### src/rtl/text_buffer.sv
// Character-cell text buffer: cursor-addressed writes, scroll and clear sweeps, combinational read.
// Optional blinking cursor overlay is enabled by defining TEXT_BUFFER_CURSOR_EN.
module text_buffer #(
  parameter int unsigned ROW_NUMBER = 7,
  parameter int unsigned COL_NUMBER = 20,
  parameter logic [7:0]  BLANK_ID   = 8'h20,
  parameter logic [7:0]  CURSOR_ID  = 8'h7F,
  parameter int unsigned BLINK_BITS = 24
) (
  input  logic       clk,
  input  logic       rst_n,
  input  logic       wr_valid,
  output logic       wr_ready,
  input  logic [7:0] wr_data,
  input  logic [3:0] char_row,
  input  logic [5:0] char_col,
  output logic [7:0] character_id,
  output logic [3:0] cursor_row,
  output logic [5:0] cursor_col
);
  localparam int unsigned Cells     = ROW_NUMBER * COL_NUMBER;
  localparam int unsigned IdxW      = $clog2(Cells);
  localparam logic [3:0]  LastRow   = 4'(ROW_NUMBER - 1);
  localparam logic [5:0]  LastCol   = 6'(COL_NUMBER - 1);
  localparam logic [7:0]  LastCell  = 8'(Cells - 1);
  localparam logic [7:0]  CopyCells = 8'(Cells - COL_NUMBER);

  typedef enum logic [1:0] {StClear, StIdle, StScroll} state_e;

  state_e          state_q;
  logic [7:0]      sweep_q;
  logic [3:0]      cur_row_q;
  logic [5:0]      cur_col_q;
  logic            ready_q;
  logic [7:0]      mem [Cells];

  logic            accept, is_print, is_newline, is_bs, is_clear;
  logic [3:0]      bs_row;
  logic [5:0]      bs_col;
  logic            mem_we;
  logic [IdxW-1:0] mem_waddr;
  logic [7:0]      mem_wdata;

  function automatic logic [IdxW-1:0] cell_idx(input logic [3:0] r, input logic [5:0] c);
    return IdxW'(32'(r) * COL_NUMBER + 32'(c));
  endfunction

  assign accept     = wr_valid && ready_q;
  assign is_print   = (wr_data >= 8'h20) && (wr_data <= 8'h7E);
  assign is_newline = (wr_data == 8'h0A) || (wr_data == 8'h0D);
  assign is_bs      = (wr_data == 8'h08);
  assign is_clear   = (wr_data == 8'h0C);

  assign wr_ready   = ready_q;
  assign cursor_row = cur_row_q;
  assign cursor_col = cur_col_q;

  always_comb begin
    bs_row = cur_row_q;
    bs_col = cur_col_q;
    if (cur_col_q != 6'd0) begin
      bs_col = cur_col_q - 6'd1;
    end else if (cur_row_q != 4'd0) begin
      bs_row = cur_row_q - 4'd1;
      bs_col = LastCol;
    end
  end

  // Cell write port: sweeps own it while busy, accepted codes own it in idle.
  always_comb begin
    mem_we    = 1'b0;
    mem_waddr = IdxW'(sweep_q);
    mem_wdata = BLANK_ID;
    case (state_q)
      StClear: mem_we = 1'b1;
      StScroll: begin
        mem_we = 1'b1;
        if (sweep_q < CopyCells) begin
          mem_wdata = mem[IdxW'(32'(sweep_q) + COL_NUMBER)];
        end
      end
      StIdle: begin
        if (accept && is_print) begin
          mem_we    = 1'b1;
          mem_waddr = cell_idx(cur_row_q, cur_col_q);
          mem_wdata = wr_data;
        end else if (accept && is_bs) begin
          mem_we    = 1'b1;
          mem_waddr = cell_idx(bs_row, bs_col);
        end
      end
      default: mem_we = 1'b0;
    endcase
  end

  always_ff @(posedge clk) begin
    if (mem_we) begin
      mem[mem_waddr] <= mem_wdata;
    end
  end

  always_ff @(posedge clk or negedge rst_n) begin
    if (!rst_n) begin
      state_q   <= StClear;
      sweep_q   <= '0;
      cur_row_q <= '0;
      cur_col_q <= '0;
      ready_q   <= 1'b0;
    end else begin
      case (state_q)
        StClear, StScroll: begin
          if (state_q == StClear) begin
            cur_row_q <= '0;
            cur_col_q <= '0;
          end
          if (sweep_q == LastCell) begin
            sweep_q <= '0;
            state_q <= StIdle;
            ready_q <= 1'b1;
          end else begin
            sweep_q <= sweep_q + 8'd1;
          end
        end
        StIdle: begin
          if (accept) begin
            if (is_clear) begin
              state_q   <= StClear;
              ready_q   <= 1'b0;
              cur_row_q <= '0;
              cur_col_q <= '0;
            end else if (is_bs) begin
              cur_row_q <= bs_row;
              cur_col_q <= bs_col;
            end else if (is_newline || (is_print && cur_col_q == LastCol)) begin
              cur_col_q <= '0;
              if (cur_row_q == LastRow) begin
                state_q <= StScroll;
                ready_q <= 1'b0;
              end else begin
                cur_row_q <= cur_row_q + 4'd1;
              end
            end else if (is_print) begin
              cur_col_q <= cur_col_q + 6'd1;
            end
          end
        end
        default: begin
          state_q <= StClear;
          sweep_q <= '0;
          ready_q <= 1'b0;
        end
      endcase
    end
  end

`ifdef TEXT_BUFFER_CURSOR_EN
  logic [BLINK_BITS-1:0] blink_q;

  always_ff @(posedge clk or negedge rst_n) begin
    if (!rst_n) begin
      blink_q <= '0;
    end else begin
      blink_q <= blink_q + 1'b1;
    end
  end
`endif

  always_comb begin
    character_id = BLANK_ID;
    if (char_row <= LastRow && char_col <= LastCol) begin
      character_id = mem[cell_idx(char_row, char_col)];
    end
`ifdef TEXT_BUFFER_CURSOR_EN
    if (state_q == StIdle && blink_q[BLINK_BITS-1] &&
        char_row == cur_row_q && char_col == cur_col_q) begin
      character_id = CURSOR_ID;
    end
`endif
  end

endmodule

### config.mk
export PLATFORM = sky130hd
export DESIGN_NAME = text_buffer
export DESIGN_NICKNAME = d
export VERILOG_FILES = /design/src/rtl/text_buffer.sv
export SDC_FILE = /design/constraint.sdc
export NUM_CORES = 2
export LEC_CHECK = 0
export CAP_MARGIN = 20
export CORE_MARGIN = 3
export CORE_UTILIZATION = 30
export DETAILED_ROUTE_END_ITERATION = 10
export HOLD_SLACK_MARGIN = 0.15
export PLACE_DENSITY = 0.41
export SLEW_MARGIN = 15
export SYNTH_ARGS = -nofsm -noshare
export SYNTH_HDL_FRONTEND = slang
export SYNTH_SLANG_ARGS = --single-unit
### constraint.sdc
create_clock -name clk -period 11.25 [get_ports clk]
set_input_delay 1.125 -clock clk [delete_from_list [all_inputs] [get_ports clk]]
set_output_delay 1.125 -clock clk [all_outputs]
set_load 0.05 [all_outputs]
==> results by group <==
STA
  • Final hold vios: 0
  • FMAX: 129.2 MHz
  • Relative slew margins: 20.75%
  • Fin crit period: 7.740 ns
  • Crit share post-route: 68.80%
  • Worst setup margin: 3.510 ns
  • Worst Skew: 0.02907 ns
  • Setup TNS: 0 ns
  • Worst slew pin tran: 1.178 ns
  • Final setup fails: 0
  • Unrepaired setup endpoints after global routing: false
  • Count of final max-slew check failures: 0

GRT
  • Vias in the first global route: 33700
  • Largest net degree at the start of global routing: 113
  • GRT Residual Overflow: 0
  • First-pass GRT wire length: 288400 um
  • Antenna violations before repair: 11
  • GR Util All Layers: 22.25%

Drt
  • Initial DRC Count: 3870
  • Drt first pass iters: 5
  • Routed wl met2: 98790 um
  • Metal-1 WL: 86730 um
  • Antenna Nets Post-Route: 0
  • Vias: 32910
  • Met3 Wirelength: 16640 um
  • DRC Markers: 0
  • Vias per cell: 5.872
  • WL/cell: 37.45 um
  • Top Metal Used: met5
  • Detailed Route WL: 209900 um

Synth
  • YS warnings: 0
  • Leading area contributor after synthesis: edfxtp_1
  • Commonest cells in the netlist: 1120 x edfxtp_1, 590 x mux4_2, 218 x nor2_1
  • Post-synthesis register bit count: 1141
  • Synth top area share: 61.09%
  • Syn nets: 3065
  • Mapped Area: 0.05505 sq mm
  • Main area contributors after synthesis: edfxtp_1 61%, mux4_2 24%, nor2_1 1.5%, mux2i_1 0.98%, dfrtp_1 0.95%
  • Avg Inst Size Synth: 18.32 sq um
  • Post-synthesis async set-or-reset flop share: 1.840%
  • EDFF count, synth: 1120
  • Post-synthesis cell count: 3005
  • Primary FF master, synth: edfxtp_1
  • Count leader, synth: edfxtp_1
  • Seq/Total Area, Yosys: 62.05%
  • Synth unique cells: 80

Die
  • Die span in y: 434.4 um
  • IO Pins: 40
  • Die area: 0.1887 sq mm
  • Starting Density: 30.33%
  • Row cnt: 156
  • Core area: 0.1815 sq mm
  • Die W: 434.4 um

Power
  • Clock network fraction of total power: 47.1%
  • PwrDens: 149.5 mW/mm^2
  • Peak supply drop: 0.1441 mV
  • Internal Power: 7.385 mW
  • Pleak: 17.66 nW
  • Switching fraction of total power: 22.34%
  • Sw Pwr: 2.125 mW
  • Sequential power share: 48.3%
  • Gate power share: 4.6%

Setup path
  • CP Launch Type: primary input
  • Max incr delay on CP: 0.99 ns
  • Req. time, crit path: 10.13 ns
  • CP arrival: 6.62 ns
  • R2r setup slk: 3.80 ns
  • Worst-path cell chain: clkdlybuf4s50_1 -> ha_4 -> buf_4 -> mux4_2 -> mux2i_1 -> a32o_1 -> a221oi_1 -> o22ai_1 -> nor4_1 -> clkdlybuf4s50_1
  • Worst R2R Path Depth: 13
  • Critical path's most frequent cell: clkdlybuf4s50_1
  • Worst setup EP type: primary output
  • Kind of critical path: primary input to primary output
  • Reg2reg start: sweep_q[2]$_DFFE_PN0N_
  • Worst setup path end: character_id[3]
  • Crit path launch: char_row[0]
  • Crit Path Max Fanout: 49
  • Worst R2R End: mem[104][4]$_DFFE_PP_
  • Slowest cell on the critical path: clkdlybuf4s50_1

Clocking
  • Clk buf depth: 3
  • Hold_buf cts: 0
  • Setup bufs post-CTS: 0
  • Clock transition at the registers of the reported paths: 0.06 ns
  • H-tree Lvls: 4
  • Resized Gates After CTS: 0
  • CTS tree: done
  • CTS Buf Count: 135
  • Clock root cell: clkbuf_16
  • Clock insertion delay at the later pin of the skew report: 0.79 ns
  • Clock Sinks: 1141

Finish
  • Footprint of the multi-input gates: 0.02017 sq mm
  • Fillers: 16940
  • Final Util: 35.04%
  • Reg area: 0.03417 sq mm
  • Area Growth Syn to Fin: 15.55%
  • Net count, final: 3185
  • Share of layout cells above drive strength 1: 32.06%

Place
  • Setup WS pre-CTS: 3.422 ns
  • Final HPWL DP: 138600 um
  • IO buf count: 39
  • Routability-driven placement congestion ratio: 0.8826

Status
  • Outcome: finished clean

Run
  • Max-cap violation count: 0

Min path
  • Worst hold path type: primary input to asynchronous set/reset pin
-- power groups by stage --
stage          combinational (mW)  sequential [mW]  clock, mW
5_1_grt                     0.457             4.59       4.75
2_1_floorplan               0.265             4.68          0
3_3_place_gp                0.435             4.68          0
4_1_cts                     0.440             4.59       4.58
3_5_place_dp                0.439             4.68          0
6_report                    0.437             4.60       4.48
-- sequential cells by signal (all words and copies together) (netlist names) --
| name | count |
|---|---|
| cursor_col | 6 |
| cursor_row | 4 |
| mem | 1120 |
| state_q | 2 |
| sweep_q | 8 |
| wr_ready | 1 |
-- kinds of logic (layout without fill, tap and decap cells) --
group	after synthesis	count (layout)	synth area share, %
flip-flops	1141	1141	62.05
multiplexers	669	669	25.63
AND/OR/NAND/NOR	538	538	4.414
AO/OA/AOI/OAI	357	357	4.657
buffers and inverters	233	459	1.836
adder cells (fa/ha/maj)	39	39	0.9682
XOR/XNOR	28	28	0.4455
other	0	3	0
-- layout by cell type, fill, tap and decap left out, drive strengths merged, types with 14 or more instances in the layout --
master            n
a21oi            55
edfxtp         1120
clkinv           47
ha               33
a22oi            64
o21ai            58
nor3             27
buf             162
nand2           142
mux2i            54
a221oi           21
nor2            218
dfrtp            21
inv              24
clkdlybuf4s50    36
xnor2            17
nand3            63
a22o             21
a21o             14
mux4            590
clkbuf          171
nor2b            14
o22ai            21
bufinv           16
mux2             25
-- through the flow --
stage / std cells / total power [mW] / hold slack, ns / cell area [sq um]
floorplan: 3005 / 4.950 / 0.5327 / 55050
global placement: 5328 / 5.120 / 0.5604 / 58780
detailed placement: 5347 / 5.124 / 0.5711 / 59000
CTS: 5590 / 9.619 / 0.5905 / 63470
global route: 5601 / 9.798 / 0.3264 / 63600
finish: 5604 / 9.510 / 0.3085 / 63610
-- layer usage --
metal  GRT usage (%)  up-vias
met5               0        -
met4           7.888        6
met3           5.046      293
met2           35.31     1560
met1           30.07    17990
li1                -    13060
-- worst max-delay path: cells and delay by family --
family / cells / cell delay [ns]
buffers and inverters: 3 / 2.14
and+or+nand+nor: 1 / 0.96
adders and majority gates: 1 / 0.90
AOI/OAI and AO/OA: 3 / 0.87
muxes: 2 / 0.51
-- area by class of cell --
class	count	area share (%)
Sequential cell	1141	53.72
Multi-Input combinational cell	1631	31.71
Clock buffer	170	5.634
Tap cell	2370	4.662
Timing Repair Buffer	199	2.777
Clock inverter	73	1.389
Inverter	17	0.1003
Antenna cell	3	0.01180
-- worst min path at each step --
stage | from | cells past startpoint | endpoint | slack [ns]
after global placement | state_q[0]$_DFFE_PN0P_ | 1 | state_q[0]$_DFFE_PN0P_ | 0.56
final | rst_n | 1 | cursor_col[5]$_DFFE_PN0P_ | 0.31
after detailed placement | state_q[0]$_DFFE_PN0P_ | 1 | state_q[0]$_DFFE_PN0P_ | 0.57
after floorplan | state_q[1]$_DFFE_PN0P_ | 1 | state_q[1]$_DFFE_PN0P_ | 0.53
after global routing | rst_n | 1 | cursor_col[3]$_DFFE_PN0P_ | 0.33
after CTS | state_q[0]$_DFFE_PN0P_ | 1 | state_q[0]$_DFFE_PN0P_ | 0.59
(Power assumes the default switching activity.)
